## src/rtl/io_pkg.sv

```systemverilog
// Shared constants and types for the processor I/O port peripheral.
// Optional build macro used by the top: IO_OVF_IRQ_EN (output-overflow interrupt).
package io_pkg;

   localparam int IN_PORT_WIDTH = 16;

   typedef enum logic [1:0] {
      IDLE  = 2'd0,
      PULSE = 2'd1,
      GAP   = 2'd2
   } inState_t;

   localparam int IRQ_IN_READY = 0;
   localparam int IRQ_OUT_OVF  = 1;

endpackage

```

## src/rtl/io_port_peripheral_if.sv

```systemverilog
// Bundle of processor-side and device-side I/O port signals.
// Handshakes: a word moves on a rising edge only when its valid and ready are both 1;
// the sender holds data stable while valid is high and ready is low.
interface io_port_if
   import io_pkg::*;
#(
   parameter int DATA_W = IN_PORT_WIDTH,
   parameter int DEPTH  = 4
);
   localparam int CNT_W = $clog2(DEPTH + 1);

   logic [DATA_W-1:0] outPortData;
   logic              outSignalEn;
   logic [DATA_W-1:0] inPortData;
   logic [1:0]        interruptSignal;
   logic [DATA_W-1:0] devOutData;
   logic              devOutValid;
   logic              devOutReady;
   logic [DATA_W-1:0] devInData;
   logic              devInValid;
   logic              devInReady;
   logic [CNT_W-1:0]  outCount;
   inState_t          inState;

   modport slave (
      input  outPortData, outSignalEn, devOutReady, devInData, devInValid,
      output inPortData, interruptSignal, devOutData, devOutValid, devInReady,
             outCount, inState
   );

   modport master (
      output outPortData, outSignalEn, devOutReady, devInData, devInValid,
      input  inPortData, interruptSignal, devOutData, devOutValid, devInReady,
             outCount, inState
   );

endinterface

```

## src/rtl/io_fifo.sv

```systemverilog
// First-word fall-through FIFO for processor OUT words; power-of-2 depth,
// wrapping pointers, synchronous active-low reset that also clears storage.
module io_fifo #(
   parameter int DATA_W = 16,
   parameter int DEPTH  = 4,
   localparam int PTR_W = $clog2(DEPTH),
   localparam int CNT_W = $clog2(DEPTH + 1)
) (
   input  logic              clk,
   input  logic              reset,
   input  logic              push,
   input  logic [DATA_W-1:0] pushData,
   input  logic              pop,
   output logic [DATA_W-1:0] headData,
   output logic [CNT_W-1:0]  count,
   output logic              full,
   output logic              empty
);

   logic [DATA_W-1:0] mem [DEPTH];
   logic [PTR_W-1:0]  wrPtr;
   logic [PTR_W-1:0]  rdPtr;

   assign headData = mem[rdPtr];
   assign full     = (count == CNT_W'(DEPTH));
   assign empty    = (count == '0);

   // Storage is cleared on reset so the head word never reads as X.
   always_ff @(posedge clk) begin
      if (!reset) begin
         wrPtr <= '0;
         rdPtr <= '0;
         count <= '0;
         for (int i = 0; i < DEPTH; i++) mem[i] <= '0;
      end else begin
         if (push) begin
            mem[wrPtr] <= pushData;
            wrPtr      <= wrPtr + PTR_W'(1);
         end
         if (pop) rdPtr <= rdPtr + PTR_W'(1);
         case ({push, pop})
            2'b10:   count <= count + CNT_W'(1);
            2'b01:   count <= count - CNT_W'(1);
            default: count <= count;
         endcase
      end
   end

endmodule

```

## src/rtl/io_port_peripheral.sv

```systemverilog
// Device-side endpoint of the processor I/O port: OUT FIFO toward the device, input
// capture FSM with interrupt pulse. Define IO_OVF_IRQ_EN to enable the overflow interrupt.
module io_port_peripheral
   import io_pkg::*;
#(
   parameter int DATA_W     = IN_PORT_WIDTH,
   parameter int DEPTH      = 4,
   parameter int IRQ_CYCLES = 1,
   parameter int IRQ_GAP    = 2
) (
   input logic       clk,
   input logic       reset,
   io_port_if.slave  bus
);

   localparam int IRQ_MAX = (IRQ_CYCLES > IRQ_GAP) ? IRQ_CYCLES : IRQ_GAP;
   localparam int CW      = $clog2(IRQ_MAX + 1);
   localparam logic [CW-1:0] PULSE_LOAD = CW'(IRQ_CYCLES - 1);
   localparam logic [CW-1:0] GAP_LOAD   = CW'((IRQ_GAP > 0) ? IRQ_GAP - 1 : 0);

   logic fifoFull;
   logic fifoEmpty;
   logic push;
   logic pop;

   assign pop  = !fifoEmpty && bus.devOutReady;
   // A pop in the same cycle frees a slot, so a write into a full FIFO still lands.
   assign push = bus.outSignalEn && (!fifoFull || pop);

   io_fifo #(.DATA_W(DATA_W), .DEPTH(DEPTH)) outFifo (
      .clk      (clk),
      .reset    (reset),
      .push     (push),
      .pushData (bus.outPortData),
      .pop      (pop),
      .headData (bus.devOutData),
      .count    (bus.outCount),
      .full     (fifoFull),
      .empty    (fifoEmpty)
   );

   assign bus.devOutValid = !fifoEmpty;

   inState_t          state;
   logic [CW-1:0]     cnt;
   logic              irqIn;
   logic              irqOvf;
   logic [DATA_W-1:0] inWord;

   assign bus.devInReady = (state == IDLE) && reset;
   assign bus.inPortData = inWord;
   assign bus.inState    = state;
   assign bus.interruptSignal[IRQ_IN_READY] = irqIn;
   assign bus.interruptSignal[IRQ_OUT_OVF]  = irqOvf;

   always_ff @(posedge clk) begin
      if (!reset) begin
         state  <= IDLE;
         cnt    <= '0;
         irqIn  <= 1'b0;
         inWord <= '0;
      end else begin
         case (state)
            IDLE: begin
               if (bus.devInValid) begin
                  inWord <= bus.devInData;
                  cnt    <= PULSE_LOAD;
                  irqIn  <= 1'b1;
                  state  <= PULSE;
               end
            end
            PULSE: begin
               if (cnt == '0) begin
                  irqIn <= 1'b0;
                  if (IRQ_GAP > 0) begin
                     cnt   <= GAP_LOAD;
                     state <= GAP;
                  end else begin
                     state <= IDLE;
                  end
               end else begin
                  cnt <= cnt - CW'(1);
               end
            end
            GAP: begin
               if (cnt == '0) state <= IDLE;
               else           cnt   <= cnt - CW'(1);
            end
            default: state <= IDLE;
         endcase
      end
   end

`ifdef IO_OVF_IRQ_EN
   logic drop;
   assign drop = bus.outSignalEn && fifoFull && !pop;

   // One pulse per discarded write, in the cycle after it.
   always_ff @(posedge clk) begin
      if (!reset) irqOvf <= 1'b0;
      else        irqOvf <= drop;
   end
`else
   assign irqOvf = 1'b0;
`endif

endmodule

```

## src/flat_wrapper.sv

```systemverilog
// flat-port wrapper written by rule: the top's interface ports become plain ports
module io_port_peripheral_flat import io_pkg::*;
#(
   parameter int DATA_W     = IN_PORT_WIDTH,
   parameter int DEPTH      = 4,
   parameter int IRQ_CYCLES = 1,
   parameter int IRQ_GAP    = 2
)
  (clk, reset, bus_outPortData, bus_outSignalEn, bus_devOutReady, bus_devInData, bus_devInValid, bus_inPortData, bus_interruptSignal, bus_devOutData, bus_devOutValid, bus_devInReady, bus_outCount, bus_inState);
  io_port_if #(.DATA_W(DATA_W), .DEPTH(DEPTH)) bus_i ();
  input logic clk;
  input logic reset;
  input wire logic [$bits(bus_i.outPortData)-1:0] bus_outPortData;
  input wire logic [$bits(bus_i.outSignalEn)-1:0] bus_outSignalEn;
  input wire logic [$bits(bus_i.devOutReady)-1:0] bus_devOutReady;
  input wire logic [$bits(bus_i.devInData)-1:0] bus_devInData;
  input wire logic [$bits(bus_i.devInValid)-1:0] bus_devInValid;
  output wire logic [$bits(bus_i.inPortData)-1:0] bus_inPortData;
  output wire logic [$bits(bus_i.interruptSignal)-1:0] bus_interruptSignal;
  output wire logic [$bits(bus_i.devOutData)-1:0] bus_devOutData;
  output wire logic [$bits(bus_i.devOutValid)-1:0] bus_devOutValid;
  output wire logic [$bits(bus_i.devInReady)-1:0] bus_devInReady;
  output wire logic [$bits(bus_i.outCount)-1:0] bus_outCount;
  output wire logic [$bits(bus_i.inState)-1:0] bus_inState;
  assign bus_i.outPortData = bus_outPortData;
  assign bus_i.outSignalEn = bus_outSignalEn;
  assign bus_i.devOutReady = bus_devOutReady;
  assign bus_i.devInData = bus_devInData;
  assign bus_i.devInValid = bus_devInValid;
  assign bus_inPortData = bus_i.inPortData;
  assign bus_interruptSignal = bus_i.interruptSignal;
  assign bus_devOutData = bus_i.devOutData;
  assign bus_devOutValid = bus_i.devOutValid;
  assign bus_devInReady = bus_i.devInReady;
  assign bus_outCount = bus_i.outCount;
  assign bus_inState = bus_i.inState;
  io_port_peripheral #(.DATA_W(DATA_W), .DEPTH(DEPTH), .IRQ_CYCLES(IRQ_CYCLES), .IRQ_GAP(IRQ_GAP)) u_core (.clk(clk), .reset(reset), .bus(bus_i));
endmodule
```

## config.mk

```make
export PLATFORM = sky130hd
export DESIGN_NAME = io_port_peripheral_flat
export DESIGN_NICKNAME = d
export VERILOG_FILES = /design/src/rtl/io_pkg.sv /design/src/rtl/io_port_peripheral_if.sv /design/src/rtl/io_fifo.sv /design/src/rtl/io_port_peripheral.sv /design/src/flat_wrapper.sv
export SDC_FILE = /design/constraint.sdc
export NUM_CORES = 1
export LEC_CHECK = 0
export CAP_MARGIN = 20
export CELL_PAD_IN_SITES_DETAIL_PLACEMENT = 1
export CELL_PAD_IN_SITES_GLOBAL_PLACEMENT = 2
export CORE_MARGIN = 8
export CORE_UTILIZATION = 37
export CTS_CLUSTER_SIZE = 40
export DETAILED_ROUTE_END_ITERATION = 10
export PLACE_DENSITY_LB_ADDON = 0.1
export REMOVE_ABC_BUFFERS = 1
export SLEW_MARGIN = 5
export SYNTH_ARGS = -nofsm -noshare
export SYNTH_HDL_FRONTEND = slang
export SYNTH_SLANG_ARGS = --single-unit
```

## constraint.sdc

```tcl
create_clock -name clk -period 7.3 [get_ports clk]
set_input_delay 1.825 -clock clk [delete_from_list [all_inputs] [get_ports clk]]
set_output_delay 1.825 -clock clk [all_outputs]
set_load 0.01 [all_outputs]
```

Yosys cells after proc, flatten, opt, wreduce, memory -nomap -nowiden
Memories as Yosys holds them, arrays and structs flattened. A register that Yosys moved wholly into a read port is not among the register bits.
Index checks and enable logic that the tools add are counted.
{ "totals": {"output_inout_bits": 41, "mem_count": 1, "elab_cells": 60, "romBits": 0, "input_bits": 37, "latch_bits": 0, "ff_bits": 28, "mem_bits_rw": 64} }
{ "mem_list": {"columns": ["memory", "words", "word_bits", "rd", "rd_clocked_by_memory_dff", "wr", "line", "rtl"], "rows": [
  ["u_core.outFifo.mem", 4, 16, 1, 1, 4, "io_fifo.sv:20", "logic [DATA_W-1:0] mem [DEPTH];"]
]} }
{ "op_classes": {"n_div": 0, "n_mul": 0, "shift": 0, "bitwise_logic": 0, "eq_ne": 9, "order_cmp": 0, "addsub": 5, "reduce_logical": 17, "n_mux": 21} }
{ "op_table": {"columns": ["operator", "count"], "rows": [
  ["2-to-1 mux 2 bit", 9],
  ["2-to-1 mux 16 bit", 1],
  ["OR reduction 16 bit", 1],
  ["one-hot mux 2 bit (3 select lines)", 2],
  ["AND reduction 3 bit", 3],
  ["2-to-1 mux 1 bit", 7],
  ["one-hot mux 3 bit (2 select lines)", 1],
  ["adder 2 x 1 -> 2 bit, second input constant", 2],
  ["== test 2 x 1 -> 1 bit, second input constant", 2],
  ["== test 2 bit, second input constant", 2],
  ["zero test 2 bit", 2],
  ["!= test 2 x 1 -> 1 bit, second input constant", 2],
  ["!= test 2 bit, second input constant", 2],
  ["nonzero test 2 bit", 2],
  ["adder 3 x 1 -> 3 bit, second input constant", 1],
  ["== test 3 bit, second input constant", 1],
  ["logical AND 1 bit", 3],
  ["zero test 3 bit", 1],
  ["nonzero test 3 bit", 1],
  ["subtractor 3 x 1 -> 3 bit, second input constant", 1],
  ["zero test 1 bit", 2],
  ["one-hot mux 1 bit (2 select lines)", 1],
  ["AND reduction 2 bit", 1],
  ["subtractor 2 x 1 -> 2 bit, second input constant", 1],
  ["logical OR 1 bit", 1]
]} }

Depth between registers and ports, before layout
{ "logic_depth": {"word_depth": 10, "ltp_mapped": 8, "mapped_depth_nobuf": 8} }

Hierarchy
From an unflattened synthesis, not the netlist that was laid out.
{ "unflattened": {"cells_unflattened": 336, "area_unflattened_um2": 4305.4} }
{ "modules_own_cells": {"columns": ["mod", "cells_each", "area_each_um2", "instances", "seq_area_each_um2"], "rows": [
  ["io_fifo", 205, 3236.9, 1, 2102.0],
  ["io_port_peripheral", 131, 1068.5, 1, 420.4]
]} }

Worst setup path before layout
OpenSTA, ideal clock, no wires.
{ "synth_path": {"path_type": "input -> output", "start": "input reset", "end": "output bus_devInReady", "arrival_ps": 2244, "n_path_buf": 1, "slack_ps": 3231, "t_required_ps": 5475, "path_stages": 3, "path_cell_list": "inv_1 clkbuf_1 nor2_1"} }
{ "synth_via": {"elab_chain_len": 1} }
{ "synth_lines": {"columns": ["item", "line", "rtl"], "rows": [
  ["start: declaration", "flat_wrapper.sv:12", "input logic reset;"],
  ["logical AND 1 bit", "io_port_peripheral.sv:50", "assign bus.devInReady = (state == IDLE) && reset;"],
  ["end: declaration", "flat_wrapper.sv:22", "output wire logic [$bits(bus_i.devInReady)-1:0] bus_devInReady;"]
]} }
Every way passes these cells.

Worst setup path after layout
Ends and elaborated chain as after synthesis.

==> summary.md <==
| Metric | Value |
|---|---|
| Critical Path End Type | `primary output` |
| H-tree depth | `3` |
| CP max stage delay | `620 ps` |
| EDFF count, synth | `64` |
| Post-Synth Adder-Cell Area | `0.0228` |
| Cell Chain, Critical Path | `clkdlybuf4s50_1 > inv_1 > buf_4 > nor2_1 > clkdlybuf4s50_1` |
| Reg2Reg Setup Slack | `4880 ps` |
| Critical path class | `in2out` |
| Final ANT Viol Nets | `0` |
| Max-Cap Viols | `0` |
| Hold Fails Final Rpt | `0` |
| Final Non-Filler Cells | `550` |
| Share of layout cells above drive strength 1 | `0.154` |
| Worst hold path depth | `2` |
| Final worst-path setup slack | `2040 ps` |
| Worst path most repeated cell | `clkdlybuf4s50_1` |
| Synth Cell Area | `0.00417 mm2` |
| Least-Margin Pin Slew | `945 ps` |
| Tmin final | `5260 ps` |
| Power Total | `1.54 mW` |
| Commonest non-fill, non-tap cell in the layout | `clkdlybuf4s50_1` |
| First-pass GRT wire length | `16,200 um` |
| Synth unique cells | `40` |
| RSZ-0062 raised after global routing | `false` |
| Worst Clk Skew | `9.25 ps` |
| Total GRT Usage | `0.144` |
| Maximum root-to-sink buffer count | `2` |
| Period Utilization, post-route | `0.720` |
| Drt via density | `4.88` |
| DP Cell Count | `534` |
| Die area | `0.0149 mm2` |
| Synth Area in Simple Gates | `0.188` |
| Slew headroom | `0.370` |
| Initial Util | `0.381` |
| CP bufs+invs | `4` |
| WHS | `458 ps` |
| Synth warnings | `0` |
| Final WL | `10,100 um` |
| Vias | `2,684` |
| Run status | `completed` |
| Pre-CTS setup slack | `2040 ps` |
| Main combinational cell family by area after synthesis | `simple AND/OR/NAND/NOR gates` |
| Diodes inserted | `0` |
| Hold Crit Start | `u_core.bus.inPortData[8]` |
| Synth Area in XOR/XNOR | `0.0126` |
| Synthesized flop and latch total | `94` |
| Post-CTS setup buffer count | `0` |
| Leakage power total | `1.98 nW` |
| DP HPWL | `6820 um` |
| WL per Instance | `18.4 um` |
| Total Neg Setup Slack | `0 ps` |
| Post-route DRC violation count | `0` |
| Final Net Count | `449` |
| Final Setup Violations | `0` |
| Root Buffer Master | `clkbuf_16` |
| Mux contribution to synthesized area | `0.0865` |
| R2r startpoint | `u_core.outFifo.count[0]` |
| Sequential fraction of the synthesis area | `0.605` |
| Worst EP arrival | `3430 ps` |
| Power per standard cell area | `287 mW/mm2` |
| Worst-path clk slew | `60 ps` |
| Top FF cell, synth | `edfxtp_1` |
| Grt total ovfl | `0` |
| Core Area | `0.0109 mm2` |
| Hold buffer count at CTS | `0` |
| Initial DRC Count | `89` |
| FMAX | `190 MHz` |
| Largest net degree at the start of global routing | `30` |
| Antenna violations before repair | `0` |
| Worst-skew pair later-pin latency | `340 ps` |
| Synth-to-Final Area Change | `28.9%` |
| Synth Area in Compound Gates | `0.0519` |
| # resized after CTS | `0` |
| Mean post-synth cell area | `12.7 um2` |
| Req. time, crit path | `5480 ps` |
| FFs w/ async S/R, synth | `0` |
| TritonRoute pass-1 iters | `4` |
| CP Max Fanout | `29` |
| Class of the worst hold path | `reg2reg` |
| Vias in the first global route | `3,032` |
| Reg2Reg Capture Point | `u_core.outFifo.mem[0][3]` |
| Peak supply drop | `0.125 mV` |
| IO buf count | `76` |
| WHS Endpoint | `u_core.bus.inPortData[8]` |
| Die width | `122 um` |
| Worst R2R Path Depth | `5` |
| Critical path launch point type | `input port` |
| CTS Buf Count | `9` |
| Clk sinks | `94` |
| Die Height | `122 um` |
| Gp weighted congestion | `0.738` |
| Cell Rows | `38` |
| Gate Count Post-Synth | `329` |
| CTS tree | `yes` |
| Slowest-stage cell, CP | `clkdlybuf4s50_1` |
| Commonest non-fill, non-tap cells in the layout | `76 x clkdlybuf4s50_1, 64 x edfxtp_1, 43 x and2_1` |
| Top cell family by delay on the critical path | `buffers and inverters` |
| Total I/O pin count | `78` |
| Max Slew Vio Count | `0` |
[logic make-up (layout without fill, tap and decap cells)]
logic type,after synthesis,after routing
DFF,94,94
AOI/OAI and AO/OA,38,38
muxes,16,16
adders and majority gates,7,7
other,1,1
buffers and inverters,29,110
xor gates and xnor gates,6,6
and+or+nand+nor,138,138
[how the worst max path moves through the flow]
stage	startpoint	end	slack, ps	cells after the start
after detailed placement	reset	bus_devInReady	2040	5
after global routing	reset	bus_devInReady	1940	5
after CTS	reset	bus_devInReady	2030	5
final	reset	bus_devInReady	2040	5
after global placement	reset	bus_devInReady	2060	5
after floorplan	reset	bus_devInReady	3070	2
[worst min-delay path, cell delays in order, from the launching register on]
cell	delay, ps
dfxtp_1	310
nand2_1	50
a21oi_1	50
[report_power, final]
group | switching (mW) | internal [mW] | total [mW]
Combinational | 0.174 | 0.217 | 0.390
Sequential | 0.0362 | 0.627 | 0.664
Clock | 0.191 | 0.298 | 0.488
Total | 0.400 | 1.14 | 1.54
[cell usage after synthesis (all sizes together), types with 2 or more instances]
| cell | instances | area share |
|---|---|---|
| a211oi | 3 | 0.0054 |
| a21oi | 24 | 0.029 |
| and2 | 65 | 0.11 |
| and3 | 2 | 0.0054 |
| buf | 7 | 0.012 |
| clkbuf | 11 | 0.0099 |
| dfxtp | 30 | 0.14 |
| edfxtp | 64 | 0.46 |
| ha | 6 | 0.018 |
| inv | 11 | 0.0099 |
| mux4 | 16 | 0.086 |
| nand2 | 40 | 0.036 |
| nand2b | 4 | 0.0060 |
| nand3 | 3 | 0.0036 |
| nor2 | 15 | 0.014 |
| o21ai | 5 | 0.0060 |
| or3 | 2 | 0.0033 |
| xnor2 | 3 | 0.0063 |
| xor2 | 3 | 0.0063 |
[through the flow]
stage	util	instance area, um2
finish	0.491	5370
global route	0.491	5370
CTS	0.491	5370
detailed placement	0.463	5060
global placement	0.463	5060
floorplan	-	4080
[final cells by class]
cell class / instances / area, um2
Timing Repair Buffer: 83 / 813
Multi-Input combinational cell: 206 / 1510
Sequential cell: 94 / 2520
Clock buffer: 11 / 233
Fill cell: 1159 / 5570
Tap cell: 140 / 175
Clock inverter: 5 / 73.8
Inverter: 11 / 41.3
[flip-flops by register name, indices dropped and copies added (netlist names), named ones only]
register               flops
u_core.outFifo.mem        64
u_core.bus.inState         2
u_core.bus.inPortData     16
u_core.outFifo.wrPtr       2
u_core.outFifo.count       3
u_core.outFifo.rdPtr       2
u_core.cnt                 2
u_core.irqIn               1
[routing by layer]
| metal | global-route usage | vias up | wire [um] |
|---|---|---|---|
| li1 | - | 1294 | - |
| met1 | 0.161 | 1315 | 4240 |
| met2 | 0.246 | 64 | 4940 |
| met3 | 0.0523 | 11 | 789 |
| met4 | 0.0594 | 0 | 167 |
| met5 | 0 | - | 0 |
Note: power is estimated with default switching activity, not from simulation.
==> RTL change 1, RTL diff (config.mk and constraints unchanged) <==
`DEPTH` is set to 4 in 4 places; all go to 16.
--- a/src/rtl/io_port_peripheral_if.sv
+++ b/src/rtl/io_port_peripheral_if.sv
@@ -7,3 +7,3 @@
    parameter int DATA_W = IN_PORT_WIDTH,
-   parameter int DEPTH  = 4
+   parameter int DEPTH  = 16
 );
--- a/src/rtl/io_fifo.sv
+++ b/src/rtl/io_fifo.sv
@@ -4,3 +4,3 @@
    parameter int DATA_W = 16,
-   parameter int DEPTH  = 4,
+   parameter int DEPTH  = 16,
    localparam int PTR_W = $clog2(DEPTH),
--- a/src/rtl/io_port_peripheral.sv
+++ b/src/rtl/io_port_peripheral.sv
@@ -6,3 +6,3 @@
    parameter int DATA_W     = IN_PORT_WIDTH,
-   parameter int DEPTH      = 4,
+   parameter int DEPTH      = 16,
    parameter int IRQ_CYCLES = 1,
--- a/src/flat_wrapper.sv
+++ b/src/flat_wrapper.sv
@@ -4,3 +4,3 @@
    parameter int DATA_W     = IN_PORT_WIDTH,
-   parameter int DEPTH      = 4,
+   parameter int DEPTH      = 16,
    parameter int IRQ_CYCLES = 1,
Interface: changed (resized bus_outCount); port bits go from 78 to 80. No check against the original RTL was run, so the function may have changed too.
==> RTL change 1 against the unedited design <==
- clock skew is 0.012 ns higher
- area after synthesis grew to 3.1 times the old value
- power grew to 2.8 times the old value
- setup slack better by 0.13 ns
- worst hold slack worse by 0.0047 ns
- first-iteration DRC count grew to 5.0 times the old value
- routed wire length grew to 3.8 times the old value
- design area grew to 2.8 times the old value
- sequential cell count is 200 higher
- largest cell class unchanged
- highest routed layer unchanged
==> RTL change 1: results (changes against the unedited design) <==
stage	metric	value	unit	change
clock_network	Post-CTS Resized	0		unchanged
critical_path	r2r setup slk	4.34	ns	-0.54 ns
yosys	Cells after Synth	996		+200%
critical_path	critical path's slowest cell	buf_2		
detailed_routing	Pre-Repair DR Iteration Count	4		unchanged
clock_network	Num CTS Buffers	34		+25
critical_path	FF-to-FF End	u_core.outFifo.mem[12][13]		
detailed_routing	Met2 Wirelength	18700	microns	+280%
final_layout	Final Non-Filler Cells	1552		+180%
detailed_routing	Total Wirelength	38100	microns	+280%
detailed_routing	1st-iter DRT viols	448		+400%
global_routing	Global Route Usage Sum	18.3	%	+3.8 points
placed_design	placer congestion estimate	0.727		-1.5%
power_and_ir_drop	VDD IR max	0.143	mV	+14%
clock_network	H-tree levels	2		-1
detailed_routing	DRT met1 WL	16900	microns	+300%
placed_design	Post-DP HPWL	21200	microns	+210%
yosys	number of synthesized flops with an enable pin	256		+300%
timing	Worst Tran Pin Value	1.16	ns	+0.215 ns
placed_design	dpl cells	1493		+180%
detailed_routing	DR WL met3	1660	microns	+110%
global_routing	via count of the first global-routing pass	8985		+200%
yosys	Commonest cells post-synth	271 x nor2_1, 256 x edfxtp_1, 129 x nand2_1, 64 x mux4_2, 38 x dfxtp_1		
clock_network	Clock Latency Late Sink	0.52	ns	+0.18 ns
final_layout	layout cells sized above 1	14.7	%	-0.70 points
timing	Clock Skew	0.0213	ns	+0.0121 ns
power_and_ir_drop	leakage power	5.14	nW	+160%
global_routing	first-pass GRT wire length	56600	microns	+250%
run_status	status	complete, no violations		
critical_path	Arrival @ worst endpoint	3.30	ns	-0.13 ns
final_layout	Final nets	1120		+150%
placed_design	IO Port Bufs	78		+2.6%
global_routing	largest net degree at the start of global routing	65		+120%
detailed_routing	via count	8276		+210%
yosys	leading post-synthesis cells by cell area	edfxtp_1 59%, mux4_2 11%, nor2_1 7.8%		
critical_path	critical path's largest stage delay	0.66	ns	+0.04 ns
yosys	Yosys cell types	41		+2.5%
clock_network	clk buf depth	3		+1
critical_path	buffer and inverter count on the worst path	3		-1
critical_path	worst-path fanout max	32		+10%
[RTL change 1: cell count changes after synthesis, sizes merged, moves of 16 or more]
cell | before | now
mux4 | 16 | 64
buf | 7 | 39
o21ai | 5 | 21
and2 | 65 | 3
a22oi | 0 | 32
clkbuf | 11 | 29
nor2 | 15 | 271
edfxtp | 64 | 256
nand2 | 40 | 129
[RTL change 1: cell type report]
class	instances	area (sq um)
fill	3625	19900
sequential	294	8460
tap	461	577
timing repair buffer	104	971
clock buffer	46	896
inverter	10	37.5
multi-input combinational	624	4240
clock inverter	13	104
[RTL change 1: how the worst min path moves through the flow]
| stage | end | from | cells past startpoint | slack [ns] |
|---|---|---|---|---|
| after floorplan | u_core.cnt[1] | u_core.cnt[1] | 2 | 0.45 |
| after global placement | u_core.bus.inPortData[7] | u_core.bus.inPortData[7] | 2 | 0.44 |
| after detailed placement | u_core.bus.inPortData[15] | u_core.bus.inPortData[15] | 2 | 0.45 |
| after CTS | u_core.bus.inPortData[15] | u_core.bus.inPortData[15] | 2 | 0.46 |
| after global routing | u_core.bus.inPortData[15] | u_core.bus.inPortData[15] | 2 | 0.48 |
| final | u_core.bus.inPortData[15] | u_core.bus.inPortData[15] | 2 | 0.45 |
[RTL change 1: stage by stage]
stage	utilization, %	setup slack, ns	instance area (sq um)
3_5_place_dp	40.6	2.14	14300
4_1_cts	43.4	2.02	15300
2_1_floorplan	-	1.81	12600
6_report	43.4	2.17	15300
5_1_grt	43.4	1.89	15300
3_3_place_gp	40.6	2.12	14300
[RTL change 1: power by group]
group,total (mW),internal (mW),switching (mW),leakage [nW]
clock,1.57,0.899,0.670,0.481
sequential,2.04,1.92,0.123,2.97
combinational,0.706,0.362,0.344,1.70
[RTL change 1: logic make-up (layout without fill, tap and decap cells)]
| family | after synthesis | in the layout | share of synthesized area, % |
|---|---|---|---|
| xor+xnor | 5 | 5 | 0.334 |
| compound gates | 97 | 97 | 4.72 |
| flops | 294 | 294 | 64.5 |
| mux | 70 | 70 | 11.5 |
| fa+ha+maj | 15 | 15 | 1.49 |
| buf+inv | 78 | 173 | 3.80 |
| other cells | 1 | 1 | 0.0286 |
| simple gates | 436 | 436 | 13.7 |
[RTL change 1: per-layer routing]
layer  track usage (%)  vias up
li1                  -     3736
met1              24.2     4312
met2              30.9      170
met3              3.38       58
met4              3.93        0
met5                 0        -
[RTL change 1: tightest hold or removal path, stage by stage, from the launching register on]
cell,delay [ns]
dfxtp_1,0.31
nand2_1,0.05
a21oi_1,0.05
==> RTL change 2, RTL diff (same flow settings) <==
Without the edit above. Add a define of `IO_OVF_IRQ_EN`.
--- a/src/rtl/io_port_peripheral.sv
+++ b/src/rtl/io_port_peripheral.sv
@@ -2,2 +2,4 @@
 // capture FSM with interrupt pulse. Define IO_OVF_IRQ_EN to enable the overflow interrupt.
+`define IO_OVF_IRQ_EN
+
 module io_port_peripheral
Function: changed (a bounded check fails within 10 cycles, from zero or initial values and one cycle with reset low).
==> RTL change 2 against the unedited design <==
- sequential cell count is 1 higher
- critical path depth is 1 lower
- sequential power is 0.8% higher
- routed wire length is 5.2% lower
- design area is 2.0% lower
- setup slack worse by 0.13 ns
- non-clock buffer count is 1 lower
- power is 11% lower
- combinational power is 7.9% lower
- area after synthesis is 0.33% lower
==> RTL change 2: results (changes against the unedited design) <==
stage	metric	value	unit	change
critical_path	critical path's slowest cell	clkdlybuf4s50_1		
detailed_routing	Pre-Repair DR Iteration Count	4		unchanged
final_layout	# fillers	1149		-0.86%
detailed_routing	via count	2661		-0.86%
final_layout	Ant. Diodes	0		unchanged
critical_path	CP top delay family	buffers and inverters		
critical_path	Critical Path End	bus_devInReady		
final_layout	Final nets	443		-1.3%
yosys	Post-synth ARST share	0	%	unchanged
clock_network	Clock Latency Late Sink	0.35	ns	
clock_network	root buffer cell	clkbuf_8		
detailed_routing	DR WL/cell	17.7	microns	-4.0%
global_routing	antenna violations before repair	0		unchanged
floorplan	die area	0.0149	sq mm	-0.29%
yosys	register area share after synthesis	61.2	%	+0.68 points
yosys	Commonest cells post-synth	65 x and2_1, 64 x edfxtp_1, 38 x nand2_1, 31 x dfxtp_1, 21 x a21oi_1		
placed_design	IO Port Bufs	77		+1.3%
hold_path	Hold/Removal Path Class	flip-flop to flip-flop		
timing	Clock Skew	0.00527	ns	-0.00398 ns
yosys	Synth Flop Type	edfxtp_1		
global_routing	Global Route Usage Sum	13.4	%	-1.0 points
critical_path	FF-to-FF End	u_core.outFifo.count[2]		
power_and_ir_drop	Net Switching	0.388	mW	-3.2%
final_layout	layout cells sized above 1	10.9	%	-4.4 points
clock_network	Post-CTS Resized	0		unchanged
placed_design	dpl cells	526		-1.5%
global_routing	largest net degree at the start of global routing	29		-3.3%
global_routing	via count of the first global-routing pass	2866		-5.5%
clock_network	H-tree levels	3		unchanged
run_status	status	complete, no violations		
yosys	Synthesis Warnings	0		unchanged
power_and_ir_drop	VDD IR max	0.125	mV	about the same
critical_path	R2R Path Start	u_core.outFifo.count[0]		
clock_network	Num CTS Buffers	9		unchanged
timing	Worst slew margin	35.2	%	-1.8 points
yosys	leading post-synthesis cells by cell area	edfxtp_1 46%, dfxtp_1 15%, and2_1 9.8%		
final_layout	Largest register FFs	64		unchanged
power_and_ir_drop	Gate power share	26.1	%	+0.8 points
placed_design	Post-DP HPWL	6360	microns	-6.8%
yosys	Yosys cell types	39		-2.5%
global_routing	first-pass GRT wire length	15300	microns	-6.0%
clock_network	Clock Pin Slew Worst Setup and Hold Paths	0.09	ns	+0.03 ns
placed_design	placer congestion estimate	0.692		-6.2%
critical_path	CP startpoint	reset		
placed_design	dpl cell area	0.00506	sq mm	about the same
final_layout	Final Non-Filler Cells	543		-1.3%
critical_path	Arrival @ worst endpoint	3.57	ns	+0.14 ns
clock_network	clk buf depth	2		unchanged
critical_path	worst-path fanout max	28		-3.4%
yosys	number of synthesized flops with an enable pin	64		unchanged
yosys	syn avg cell area	12.9	sq um	+2.2%
critical_path	critical path's largest stage delay	0.71	ns	+0.09 ns
critical_path	r2r setup slk	4.69	ns	-0.19 ns
power_and_ir_drop	leakage power	1.90	nW	-4.1%
final_layout	Biggest register	u_core.outFifo.mem		
clock_network	setup bufs post-CTS	0		unchanged
critical_path	R2R cell count	8		+3
detailed_routing	1st-iter DRT viols	106		+19%
==> RTL change 2: routing by layer <==
layer  share of wire (%)  track usage (%)
met5                   0                0
met4                0.85             4.63
met3                 8.5             6.15
met2                  46             21.2
met1                  44             15.9
==> RTL change 2: power by group through the flow <==
stage	clock, mW	sequential, mW	combinational (mW)
2_1_floorplan	0	0.692	0.174
3_3_place_gp	0	0.680	0.363
3_5_place_dp	0	0.682	0.367
4_1_cts	0.360	0.670	0.369
5_1_grt	0.373	0.676	0.398
6_report	0.347	0.669	0.359
==> RTL change 2: cell families after synthesis <==
logic type                 share of synthesized area [%]
adders and majority gates                           2.59
AOI/OAI and AO/OA                                   5.87
buffers and inverters                               2.71
and+or+nand+nor                                     17.9
DFF                                                 61.2
xor gates and xnor gates                           0.844
muxes                                               8.92
==> RTL change 2: area by class of cell <==
class	instances	area (sq um)	share of cell area, %
tap	140	175	3.33
timing repair buffer	82	808	15.4
multi-input combinational	199	1500	28.5
clock inverter	7	72.6	1.38
inverter	11	41.3	0.785
clock buffer	9	124	2.35
sequential	95	2540	48.3
==> RTL change 2: stage by stage <==
stage	util [%]	setup WS, ns	hold slack, ns
final	48.3	1.91	0.462
after global placement	46.5	1.90	0.442
after CTS	48.3	1.86	0.466
after detailed placement	46.5	1.86	0.450
after global routing	48.3	1.76	0.478
after floorplan	-	3.29	0.481
==> RTL change 2: how the worst min path moves through the flow <==
stage                                          from                         to  slack, ns  depth (start not counted)
after floorplan            u_core.bus.inPortData[0]   u_core.bus.inPortData[0]       0.48                          2
after global placement     u_core.bus.inPortData[3]   u_core.bus.inPortData[3]       0.44                          2
after detailed placement  u_core.bus.inPortData[14]  u_core.bus.inPortData[14]       0.45                          2
after global routing       u_core.bus.inPortData[1]   u_core.bus.inPortData[1]       0.48                          2
after CTS                 u_core.bus.inPortData[14]  u_core.bus.inPortData[14]       0.47                          2
final                      u_core.bus.inPortData[3]   u_core.bus.inPortData[3]       0.46                          2
==> RTL change 2: worst min-delay path: cells and delay by family, from the launching register on <==
family	cells	cell delay, ns
DFF	1	0.32
AOI/OAI and AO/OA	1	0.05
and+or+nand+nor	1	0.05
